==> config.mk <==
export PLATFORM = sky130hd
export DESIGN_NAME = lcd_spi_byte_tx_flat
export DESIGN_NICKNAME = d
export VERILOG_FILES = /design/src/rtl/lcd_pkg.sv /design/src/rtl/lcd_spi_byte_tx_if.sv /design/src/rtl/lcd_spi_byte_tx.sv /design/src/flat_wrapper.sv
export SDC_FILE = /design/constraint.sdc
export NUM_CORES = 1
export LEC_CHECK = 0
export CAP_MARGIN = 5
export CORE_MARGIN = 5
export CORE_UTILIZATION = 44
export DETAILED_ROUTE_END_ITERATION = 6
export PLACE_DENSITY = 0.79
export SLEW_MARGIN = 20
export SYNTH_ARGS = -nofsm -noshare
export SYNTH_HDL_FRONTEND = slang
export SYNTH_SLANG_ARGS = --single-unit
==> constraint.sdc <==
create_clock -name CLK -period 1.8 [get_ports CLK]
set_input_delay 0.36 -clock CLK [delete_from_list [all_inputs] [get_ports CLK]]
set_output_delay 0.36 -clock CLK [all_outputs]
set_load 0.01 [all_outputs]
==> src/rtl/lcd_pkg.sv <==
// Shared definitions for the ST7735 PMOD LCD path: transmitter state encoding,
// controller opcodes, panel geometry and D/C pin levels.
package lcd_pkg;

    typedef enum logic [2:0] {
        ST_IDLE  = 3'd0,
        ST_SETUP = 3'd1,
        ST_LOW   = 3'd2,
        ST_HIGH  = 3'd3,
        ST_END   = 3'd4,
        ST_GAP   = 3'd5
    } tx_state_t;

    localparam logic [7:0] OP_SLPOUT = 8'h11;
    localparam logic [7:0] OP_CASET  = 8'h2A;
    localparam logic [7:0] OP_RASET  = 8'h2B;
    localparam logic [7:0] OP_RAMWR  = 8'h2C;
    localparam logic [7:0] OP_COLMOD = 8'h3A;
    localparam logic [7:0] OP_MADCTL = 8'h36;
    localparam logic [7:0] OP_DISPON = 8'h29;

    localparam int LCD_W = 80;
    localparam int LCD_H = 160;

    localparam logic DC_CMD  = 1'b0;
    localparam logic DC_DATA = 1'b1;

endpackage

==> src/rtl/lcd_spi_byte_tx_if.sv <==
// Byte handshake between the command/pixel sequencer (master) and the SPI
// byte transmitter (slave).
interface lcd_spi_byte_tx_if;

    logic       TX_VALID;
    logic [7:0] TX_DATA;
    logic       TX_DC;
    logic       TX_LAST;
    logic       TX_READY;
    logic       BUSY;

    modport master (
        output TX_VALID, TX_DATA, TX_DC, TX_LAST,
        input  TX_READY, BUSY
    );

    modport slave (
        input  TX_VALID, TX_DATA, TX_DC, TX_LAST,
        output TX_READY, BUSY
    );

endinterface

==> src/rtl/lcd_spi_byte_tx.sv <==
// Serialises one byte per handshake MSB-first onto the ST7735 SPI pins (mode 3),
// holding CS low across bytes until a byte flagged as last has gone out.
module lcd_spi_byte_tx
    import lcd_pkg::*;
#(
    parameter int CLK_DIV = 1
) (
    input  logic              CLK,
    input  logic              RESET,
    lcd_spi_byte_tx_if.slave  tx,
    output logic              SCL,
    output logic              MOSI,
    output logic              DC,
    output logic              CS
);

    localparam int              CW       = (CLK_DIV < 1) ? 1 : $clog2(CLK_DIV + 1);
    localparam logic [CW-1:0]   CNT_LAST = CW'(CLK_DIV - 1);

    tx_state_t     state_reg, state_next;
    logic [CW-1:0] cnt_reg, cnt_next;
    logic [2:0]    bit_reg, bit_next;
    logic [7:0]    data_reg, data_next;
    logic          last_reg, last_next;
    logic          gap_half_reg, gap_half_next;
    logic          scl_reg, scl_next;
    logic          mosi_reg, mosi_next;
    logic          dc_reg, dc_next;
    logic          cs_reg, cs_next;

    logic          tx_ready;
    logic          accept;
    logic          phase_end;

    assign tx_ready  = (state_reg == ST_IDLE) & ~RESET;
    assign accept    = tx.TX_VALID & tx_ready;
    assign phase_end = (cnt_reg == CNT_LAST);

    always_ff @(posedge CLK) begin
        if (RESET) begin
            state_reg    <= ST_IDLE;
            cnt_reg      <= '0;
            bit_reg      <= 3'd7;
            data_reg     <= 8'h00;
            last_reg     <= 1'b0;
            gap_half_reg <= 1'b0;
            scl_reg      <= 1'b1;
            mosi_reg     <= 1'b1;
            dc_reg       <= 1'b1;
            cs_reg       <= 1'b1;
        end else begin
            state_reg    <= state_next;
            cnt_reg      <= cnt_next;
            bit_reg      <= bit_next;
            data_reg     <= data_next;
            last_reg     <= last_next;
            gap_half_reg <= gap_half_next;
            scl_reg      <= scl_next;
            mosi_reg     <= mosi_next;
            dc_reg       <= dc_next;
            cs_reg       <= cs_next;
        end
    end

    always_comb begin
        state_next    = state_reg;
        cnt_next      = cnt_reg;
        bit_next      = bit_reg;
        data_next     = data_reg;
        last_next     = last_reg;
        gap_half_next = gap_half_reg;
        scl_next      = scl_reg;
        mosi_next     = mosi_reg;
        dc_next       = dc_reg;
        cs_next       = cs_reg;

        case (state_reg)
            ST_IDLE: begin
                if (accept) begin
                    data_next  = tx.TX_DATA;
                    last_next  = tx.TX_LAST;
                    dc_next    = tx.TX_DC;
                    cs_next    = 1'b0;
                    mosi_next  = tx.TX_DATA[7];
                    bit_next   = 3'd7;
                    cnt_next   = '0;
                    state_next = ST_SETUP;
                end
            end

            // SCL stays high here so CS/DC/MOSI settle before the first falling edge.
            ST_SETUP: begin
                if (phase_end) begin
                    cnt_next   = '0;
                    scl_next   = 1'b0;
                    state_next = ST_LOW;
                end else begin
                    cnt_next = cnt_reg + 1'b1;
                end
            end

            ST_LOW: begin
                if (phase_end) begin
                    cnt_next   = '0;
                    scl_next   = 1'b1;
                    state_next = ST_HIGH;
                end else begin
                    cnt_next = cnt_reg + 1'b1;
                end
            end

            ST_HIGH: begin
                if (phase_end) begin
                    cnt_next = '0;
                    if (bit_reg == 3'd0) begin
                        state_next = ST_END;
                    end else begin
                        bit_next   = bit_reg - 3'd1;
                        mosi_next  = data_reg[bit_reg - 3'd1];
                        scl_next   = 1'b0;
                        state_next = ST_LOW;
                    end
                end else begin
                    cnt_next = cnt_reg + 1'b1;
                end
            end

            ST_END: begin
                if (last_reg) begin
                    cs_next       = 1'b1;
                    gap_half_next = 1'b0;
                    state_next    = ST_GAP;
                end else begin
                    state_next = ST_IDLE;
                end
            end

            // Two D-cycle halves keep the counter at its narrow width.
            ST_GAP: begin
                if (phase_end) begin
                    cnt_next = '0;
                    if (gap_half_reg) begin
                        gap_half_next = 1'b0;
                        state_next    = ST_IDLE;
                    end else begin
                        gap_half_next = 1'b1;
                    end
                end else begin
                    cnt_next = cnt_reg + 1'b1;
                end
            end

            default: begin
                state_next = ST_IDLE;
            end
        endcase
    end

    assign tx.TX_READY = tx_ready;
    assign tx.BUSY     = (state_reg != ST_IDLE);
    assign SCL         = scl_reg;
    assign MOSI        = mosi_reg;
    assign DC          = dc_reg;
    assign CS          = cs_reg;

endmodule

==> src/flat_wrapper.sv <==
// flat-port wrapper written by rule: the top's interface ports become plain ports
module lcd_spi_byte_tx_flat import lcd_pkg::*;
#(
    parameter int CLK_DIV = 1
)
  (CLK, RESET, SCL, MOSI, DC, CS, tx_TX_VALID, tx_TX_DATA, tx_TX_DC, tx_TX_LAST, tx_TX_READY, tx_BUSY);
  lcd_spi_byte_tx_if tx_i ();
  input  logic CLK;
  input  logic RESET;
  output logic SCL;
  output logic MOSI;
  output logic DC;
  output logic CS;
  input wire logic [$bits(tx_i.TX_VALID)-1:0] tx_TX_VALID;
  input wire logic [$bits(tx_i.TX_DATA)-1:0] tx_TX_DATA;
  input wire logic [$bits(tx_i.TX_DC)-1:0] tx_TX_DC;
  input wire logic [$bits(tx_i.TX_LAST)-1:0] tx_TX_LAST;
  output wire logic [$bits(tx_i.TX_READY)-1:0] tx_TX_READY;
  output wire logic [$bits(tx_i.BUSY)-1:0] tx_BUSY;
  assign tx_i.TX_VALID = tx_TX_VALID;
  assign tx_i.TX_DATA = tx_TX_DATA;
  assign tx_i.TX_DC = tx_TX_DC;
  assign tx_i.TX_LAST = tx_TX_LAST;
  assign tx_TX_READY = tx_i.TX_READY;
  assign tx_BUSY = tx_i.BUSY;
  lcd_spi_byte_tx #(.CLK_DIV(CLK_DIV)) u_core (.CLK(CLK), .RESET(RESET), .tx(tx_i), .SCL(SCL), .MOSI(MOSI), .DC(DC), .CS(CS));
endmodule
# Word-level counts from Yosys, hierarchy flattened
# Index checks and enable logic that the tools add are counted.
[word_totals]
regBits = 21
inputBits = 13
out_inout_bits = 6
elab_cells = 78
[classes]
add_sub_neg = 2
order_cmp = 1
n_eq_ne = 13
mux = 33
bitwise = 3
reduce_logical = 16
[ops]
columns = ["cell", "count"]
rows = [
  ["2-to-1 mux 3 bit", 11],
  ["one-hot mux 3 bit (6 select lines)", 1],
  ["2-to-1 mux 1 bit", 14],
  ["inequality test 2 bit, second input constant", 5],
  ["one-hot mux 1 bit (2 select lines)", 4],
  ["nonzero test 2 bit", 4],
  ["equality test 3 x 2 -> 1 bit, second input constant", 2],
  ["equality test 3 bit, second input constant", 2],
  ["zero test 3 bit", 2],
  ["inequality test 2 x 1 -> 1 bit, second input constant", 3],
  ["one-hot mux 3 bit (2 select lines)", 1],
  ["AND reduction 3 bit", 2],
  ["AND reduction 6 bit", 1],
  ["nonzero test 3 bit", 2],
  ["AND reduction 5 bit", 1],
  ["less-than comparator 3 x 4 -> 1 bit, second input constant", 1],
  ["AND reduction 2 bit", 2],
  ["AND reduction 4 bit", 1],
  ["OR reduction 4 bit", 1],
  ["binary-select mux 1 bit (select 3 bit)", 1],
  ["equality test 3 x 1 -> 1 bit, second input constant", 1],
  ["one-hot mux 1 bit (3 select lines)", 1],
  ["subtractor 3 x 1 -> 3 bit, second input constant", 1],
  ["AND 1 bit", 2],
  ["2 further kinds", 2],
]

# Depth between registers and ports, before layout
# Gate-level depths: netlist of run 1.
[logic_depth]
word_depth = 6
ltp_mapped = 6
ltp_nobuf = 6

# Worst setup path before layout of run 1
# No wires, ideal clock.
[synth_timing]
path_kind = "reg-to-reg"
startpoint = "register u_core.bit_reg[0]"
endpoint = "register u_core.mosi_reg (netlist: u_core.MOSI)"
setup_ps = 120
arrival_ps = 1722
required_ps = 1680
setup_slack_ps = -41
path_stages_with_launch = 7
n_path_buf = 0
synth_period_minus_slack_ps = 1841
cell_sequence = "dfxtp_1 > inv_1 > ha_1 > mux4_1 > mux2i_1 > a211oi_1 > a211o_1"
[synth_via]
elab_chain_cells = 6
elab_cells_between_ends = 9
cone_classes = "add/sub (1); eq/ne (1); mux (5); reduce/logical (2)"
[synth_lines]
columns = ["element", "line", "text"]
rows = [
  ["from (decl)", "lcd_spi_byte_tx.sv:22", "logic [2:0] bit_reg, bit_next;"],
  ["from (signal assigned)", "lcd_spi_byte_tx.sv:54", "bit_reg <= bit_next;"],
  ["subtractor 3 x 1 -> 3 bit", "lcd_spi_byte_tx.sv:119", "mosi_next = data_reg[bit_reg - 3'd1];"],
  ["binary-select mux 1 bit (select 3 bit)", "lcd_spi_byte_tx.sv:119", ""],
  ["2-to-1 mux 1 bit (implied by the code)", "lcd_spi_byte_tx.sv:119", ""],
  ["2-to-1 mux 1 bit", "lcd_spi_byte_tx.sv:115", "if (bit_reg == 3'd0) begin"],
  ["2-to-1 mux 1 bit", "lcd_spi_byte_tx.sv:113", "if (phase_end) begin"],
  ["one-hot mux 1 bit (2 select lines)", "lcd_spi_byte_tx.sv:77", "case (state_reg)"],
  ["to (signal assigned)", "lcd_spi_byte_tx.sv:59", "mosi_reg <= mosi_next;"],
  ["to (decl)", "lcd_spi_byte_tx.sv:27", "logic mosi_reg, mosi_next;"],
]
# Several ways; a longest one is shown, not always the timed one. The select of a mux whose other input is x is not followed.
# A chain may end at the register's enable or synchronous reset.

# Final worst setup path of run 1
[layout_timing]
startpoint = "register u_core.bit_reg[1]"
endpoint = "register u_core.mosi_reg (netlist: u_core.MOSI)"
# Same word-level chain as after synthesis.

==> impl_metrics.py, run 1 <==
metrics = {
    "min_path": {
        "hold_path_class": "flop to flop",
        "worstHoldPathCells": 2,
        "whs_endpoint": "u_core.data_reg[5]",
        "min_from": "u_core.data_reg[5]",
    },
    "routing": {
        "ant_nets": 0,
        "detail_route.wl_per_cell_um": 12.2,
        "dr_wl_met2_um": 918,
        "drt_first_pass_iters": 2,
        "drc": 0,
        "viasPerCell": 5.14,
        "m1WireLength_um": 911,
        "wl_um": 1930,
        "wl_met3_um": 51,
        "top_layer_used": "met4",
        "vias": 812,
        "drtIter0Drc": 6,
    },
    "place": {
        "dp_hpwl_um": 1500,
        "place_ws_ns": -0.119,
        "gp_congestion": 0.760,
        "portBuffers": 18,
    },
    "cells_and_area": {
        "antenna_cells": 0,
        "final_nets": 147,
        "largest_reg_flops": 8,
        "syn2layout_area_growth_pct": 31.9,
        "final_layout_size_suffix_gt1_share_pct": 20.8,
    },
    "cts": {
        "cts_tree": "yes",
        "cts_root_buf": "clkbuf_4",
        "cts_made_buffers": 3,
        "htreeDepth": 1,
        "cts.sinks": 20,
        "clockBufferDepth": 2,
        "clk_pin_slew_ns": 0.11,
        "clkLatencyLatePin_ns": 0.29,
    },
    "sta": {
        "max_freq_mhz": 594,
        "finalHoldViolations": 0,
        "tightestPinTransition_ns": 0.377,
        "final.setup.tns_ns": 0,
        "rsz0062_at_grt": "false",
        "final_max_slew_viol_count": 0,
        "fin_crit_sh_pct": 93.5,
        "maxSlewHeadroom_pct": 74.2,
        "min_period_ns": 1.68,
        "layout_setup_ws_ns": 0.118,
        "finalSetupViolations": 0,
        "skew_ns": 0.00854,
    },
    "power_and_ir_drop": {
        "pwr_density_cell_nw_per_um2": 701,
        "vdd_drop_max_mv": 0.407,
        "p_leak_nw": 0.502,
    },
    "global_routing": {
        "grt_pass1_vias": 747,
        "antenna_found_initial": 0,
        "grt.overflow.total": 0,
        "grt_max_degree": 21,
        "track_usage_pct": 13.2,
        "grt_first_pass_wirelength_um": 3330,
    },
    "synth": {
        "ys_seq_area_share_pct": 41.6,
        "synth.avg_cell_area_um2": 9.08,
        "yosysWarnings": 0,
        "yosysUniqueCellTypes": 34,
        "synthCells": 106,
        "ys_ff_latch": 20,
        "synth_edf_count": 0,
        "ys.flop_type": "dfxtp_1",
        "netlist_area_um2": 962,
        "syn-num-nets": 121,
        "async_reset_ff_share_pct": 0,
    },
    "worst_setup_path": {
        "start_kind": "flop",
        "reg2reg_slack_ns": 0.12,
        "end_kind": "flop",
        "arrival_ns": 1.87,
        "worstPathRequired_ns": 1.99,
        "reg2reg_depth": 6,
        "crit_type": "flop to flop",
        "r2r_end": "u_core.MOSI",
        "max_stage_delay_ns": 0.49,
        "crit_fanout": 2,
        "critPathSlowestCell": "mux4_2",
        "rr_startpoint": "u_core.bit_reg[1]",
        "cp.buffers_inverters": 1,
        "cp_cell_sequence": "inv_2 -> ha_4 -> mux4_2 -> mux2i_1 -> a211oi_1 -> a211o_1",
        "path_delay_family": "multiplexers",
    },
    "floorplan": {
        "row_count": 17,
        "core_um2": 2150,
        "die_h_um": 56.8,
        "dieArea_um2": 3220,
        "ios": 19,
        "initial_core_util_pct": 44.8,
        "fp.dieW_um": 56.8,
    },
    "outcome": {
        "status": "finished, final reports clean",
    },
    "flow_run": {
        "max_cap_violations": 0,
    },
}
-- timing repair --
| action | 4_1_cts | 5_1_grt |
|---|---|---|
| resized for setup | 8 | 6 |
| gates cloned | 0 | 0 |
| pin swaps | 0 | 3 |
| setup buffers | 0 | 0 |
| endpoints found under the hold margin | 0 | 0 |
| hold buffers | 0 | 0 |
| endpoints found under the setup margin | 3 | 2 |
-- through the flow --
stage	power [mW]	cell area, um2	instances	util [%]	hold slack, ns
floorplan	0.605	975	106	-	0.431
global placement	0.688	1230	155	57.1	0.443
detailed placement	0.696	1230	155	57.1	0.454
CTS	0.896	1250	158	58.4	0.467
global route	0.935	1270	158	59.1	0.495
finish	0.889	1270	158	59.1	0.463
-- how the worst max path moves through the flow --
stage                             start           to  slack, ns  cells after the start
floorplan             u_core.bit_reg[0]  u_core.MOSI       0.01                      6
global placement                  RESET  tx_TX_READY      -0.11                      3
detailed placement                RESET  tx_TX_READY      -0.12                      3
CTS                 u_core.state_reg[1]      tx_BUSY       0.01                      3
global route          u_core.bit_reg[0]  u_core.MOSI       0.04                      6
finish                u_core.bit_reg[1]  u_core.MOSI       0.12                      6
-- cell usage in the layout (no fill, tap or decap), types with 3 or more instances in the layout --
master           synthesis  final
clkbuf_4                 0      3
buf_4                    2      7
nor2_1                   5      4
o21ai_0                 11     11
nand2_1                 23     23
dfxtp_4                  0      3
a21oi_1                  5      5
clkdlybuf4s50_1          0     16
dfxtp_1                 20     15
inv_1                    6      4
-- cells in the mapped netlist (all sizes together), types with 4 or more instances --
master | instances | area share, %
nand2 | 23 | 9.0
buf | 4 | 3.2
inv | 6 | 2.3
o21ai | 11 | 5.7
nor2 | 5 | 2.0
a21oi | 5 | 2.6
dfxtp | 20 | 42
-- report_power, final --
part / switching [mW] / internal (mW) / total (mW)
logic: 0.0764 / 0.108 / 0.185
registers: 0.0274 / 0.474 / 0.501
clock network: 0.125 / 0.0778 / 0.203
total: 0.229 / 0.660 / 0.889
-- tightest hold or removal path, delay by kind of cell, from the launching register on --
kind	cells	cell delay, ns
AOI/OAI and AO/OA	1	0.06
DFF	1	0.32
and+or+nand+nor	1	0.05
-- metal layers --
metal / GRT usage (%) / vias up
li1: - / 418
met1: 17.1 / 378
met2: 20.1 / 12
met3: 2.53 / 4
met4: 7.95 / 0
met5: 0 / -
-- layout make-up --
cell class                      count  area (um2)
Clock buffer                        3        22.5
Fill cell                         183         880
Inverter                            6        22.5
Multi-Input combinational cell     75         520
Sequential cell                    20         414
Tap cell                           28        35.0
Timing Repair Buffer               26         254
-- cell families after synthesis --
kind of cell	synth area share [%]
and+or+nand+nor	20.0
AOI/OAI and AO/OA	20.2
DFF	41.6
buffers and inverters	5.98
muxes	8.71
adders and majority gates	2.60
xor gates and xnor gates	0.910
Note: power is estimated with default switching activity, not from simulation.
==> inputs of run 2 (changes only) <==
Settings changed: RECOVER_POWER from default to 100.
==> run 2 against run 1 <==
Net effect:
- register-to-register slack about the same
- non-clock buffer count unchanged
- first-iteration DRC count increased by 83%
- sequential share of layout area increased by 0.29 points
- design area decreased by 1.8%
- largest power group unchanged
==> impl_metrics.py, run 2 (synthesis results as in run 1) <==
metrics = {
    "outcome": {
        "status": "finished, final reports clean",
    },
    "cts": {
        "cts.sinks": 20,
        "cts_root_buf": "clkbuf_4",
        "clk_pin_slew_ns": 0.10,
        "hold_buffers": 0,
        "post_cts_buffers": 0,
        "cts_made_buffers": 3,
        "clockBufferDepth": 2,
        "htreeDepth": 1,
        "cts_tree": "yes",
        "clkLatencyLatePin_ns": 0.29,
    },
    "floorplan": {
        "ios": 19,
        "fp.dieW_um": 56.8,
        "core_um2": 2150,
        "die_h_um": 56.8,
        "dieArea_um2": 3220,
        "row_count": 17,
        "initial_core_util_pct": 44.8,
    },
    "sta": {
        "hold_slack_ns": 0.463,
        "layout_setup_ws_ns": 0.110,
        "finalSetupViolations": 0,
        "maxSlewHeadroom_pct": 74.7,
        "finalHoldViolations": 0,
        "rsz0062_at_grt": "false",
        "tightestPinTransition_ns": 0.370,
        "min_period_ns": 1.69,
        "fin_crit_sh_pct": 93.9,
        "final_max_slew_viol_count": 0,
        "skew_ns": 0.00852,
        "max_freq_mhz": 592,
    },
    "routing": {
        "drtIter0Drc": 11,
        "ant_nets": 0,
        "drt_first_pass_iters": 2,
        "detail_route.wl_per_cell_um": 12.1,
        "viasPerCell": 5.16,
        "drc": 0,
        "wl_um": 1920,
        "vias": 815,
    },
    "cells_and_area": {
        "final_layout_size_suffix_gt1_share_pct": 17.7,
        "final_common_cell": "nand2_1",
        "final_core_util_pct": 58.0,
        "antenna_cells": 0,
        "most-common-layout-cells": "23 x nand2_1, 16 x dfxtp_1, 12 x clkdlybuf4s50_1",
        "final_nets": 147,
        "syn2layout_area_growth_pct": 29.5,
        "finalInstanceArea_um2": 1250,
        "largest_reg_flops": 8,
    },
    "place": {
        "portBuffers": 18,
        "gp_congestion": 0.760,
        "place_ws_ns": -0.119,
        "dpl_cell_area_um2": 1230,
        "dp_hpwl_um": 1500,
    },
    "power_and_ir_drop": {
        "vdd_drop_max_mv": 0.405,
        "pwr_density_cell_nw_per_um2": 706,
        "p_leak_nw": 0.490,
    },
    "worst_setup_path": {
        "crit_fanout": 2,
        "worstPathRequired_ns": 1.99,
        "arrival_ns": 1.88,
        "start_kind": "flop",
        "end_kind": "flop",
        "crit_type": "flop to flop",
    },
    "global_routing": {
        "grt_first_pass_wirelength_um": 3330,
        "grt.overflow.total": 0,
        "grt_pass1_vias": 747,
        "grt_max_degree": 21,
        "antenna_found_initial": 0,
        "track_usage_pct": 13.2,
    },
    "flow_run": {
        "max_cap_violations": 0,
    },
    "min_path": {
        "hold_path_class": "flop to flop",
    },
}
run 2: worst paths after layout:
path	startpoint	endpoint	slack, ns	cells after the start
max reg2reg	u_core.bit_reg[0]	u_core.MOSI	0.11	6
min	u_core.data_reg[5]	u_core.data_reg[5]	0.46	2
max	u_core.bit_reg[0]	u_core.MOSI	0.11	6
min reg2reg	u_core.data_reg[5]	u_core.data_reg[5]	0.46	2
run 2: critical path, stage by stage (launching register included):
cell and delay [ns]:
dfxtp_2 0.34, inv_2 0.04, ha_4 0.27, mux4_2 0.49, mux2i_1 0.14, a211oi_1 0.08, a211o_1 0.23
run 2: what timing repair did:
action | 4_1_cts | 5_1_grt
pin swaps | 0 | 3
gates resized for setup | 8 | 6
setup endpoints to repair | 3 | 2
run 2: where the power goes:
| group | leakage, nW | internal (mW) | switching [mW] |
|---|---|---|---|
| clock network | 0.0138 | 0.0778 | 0.125 |
| registers | 0.165 | 0.475 | 0.0272 |
| logic | 0.311 | 0.101 | 0.0739 |
run 2: area by class of cell:
type	count	area (um2)
well taps	28	35.0
clock buffers	3	22.5
fillers	190	902
flip-flops and latches	20	410
repair buffers	26	250
multi-input cells	75	505
inverters	6	22.5
run 2: stage by stage:
stage          power, mW  setup TNS (ns)  std cells
4_1_cts            0.896               0        158
6_report           0.880               0        158
5_1_grt            0.927               0        158
2_1_floorplan      0.605               0        106
3_3_place_gp       0.688          -0.106        155
3_5_place_dp       0.696          -0.132        155
run 2: routing by layer:
metal | vias to the layer above | global-route usage [%] | share of wire (%)
li1 | 418 | - | -
met4 | 0 | 7.95 | 2.7
met1 | 381 | 17.1 | 46
met5 | - | 0 | 0
met3 | 4 | 2.53 | 2.7
met2 | 12 | 20.1 | 48
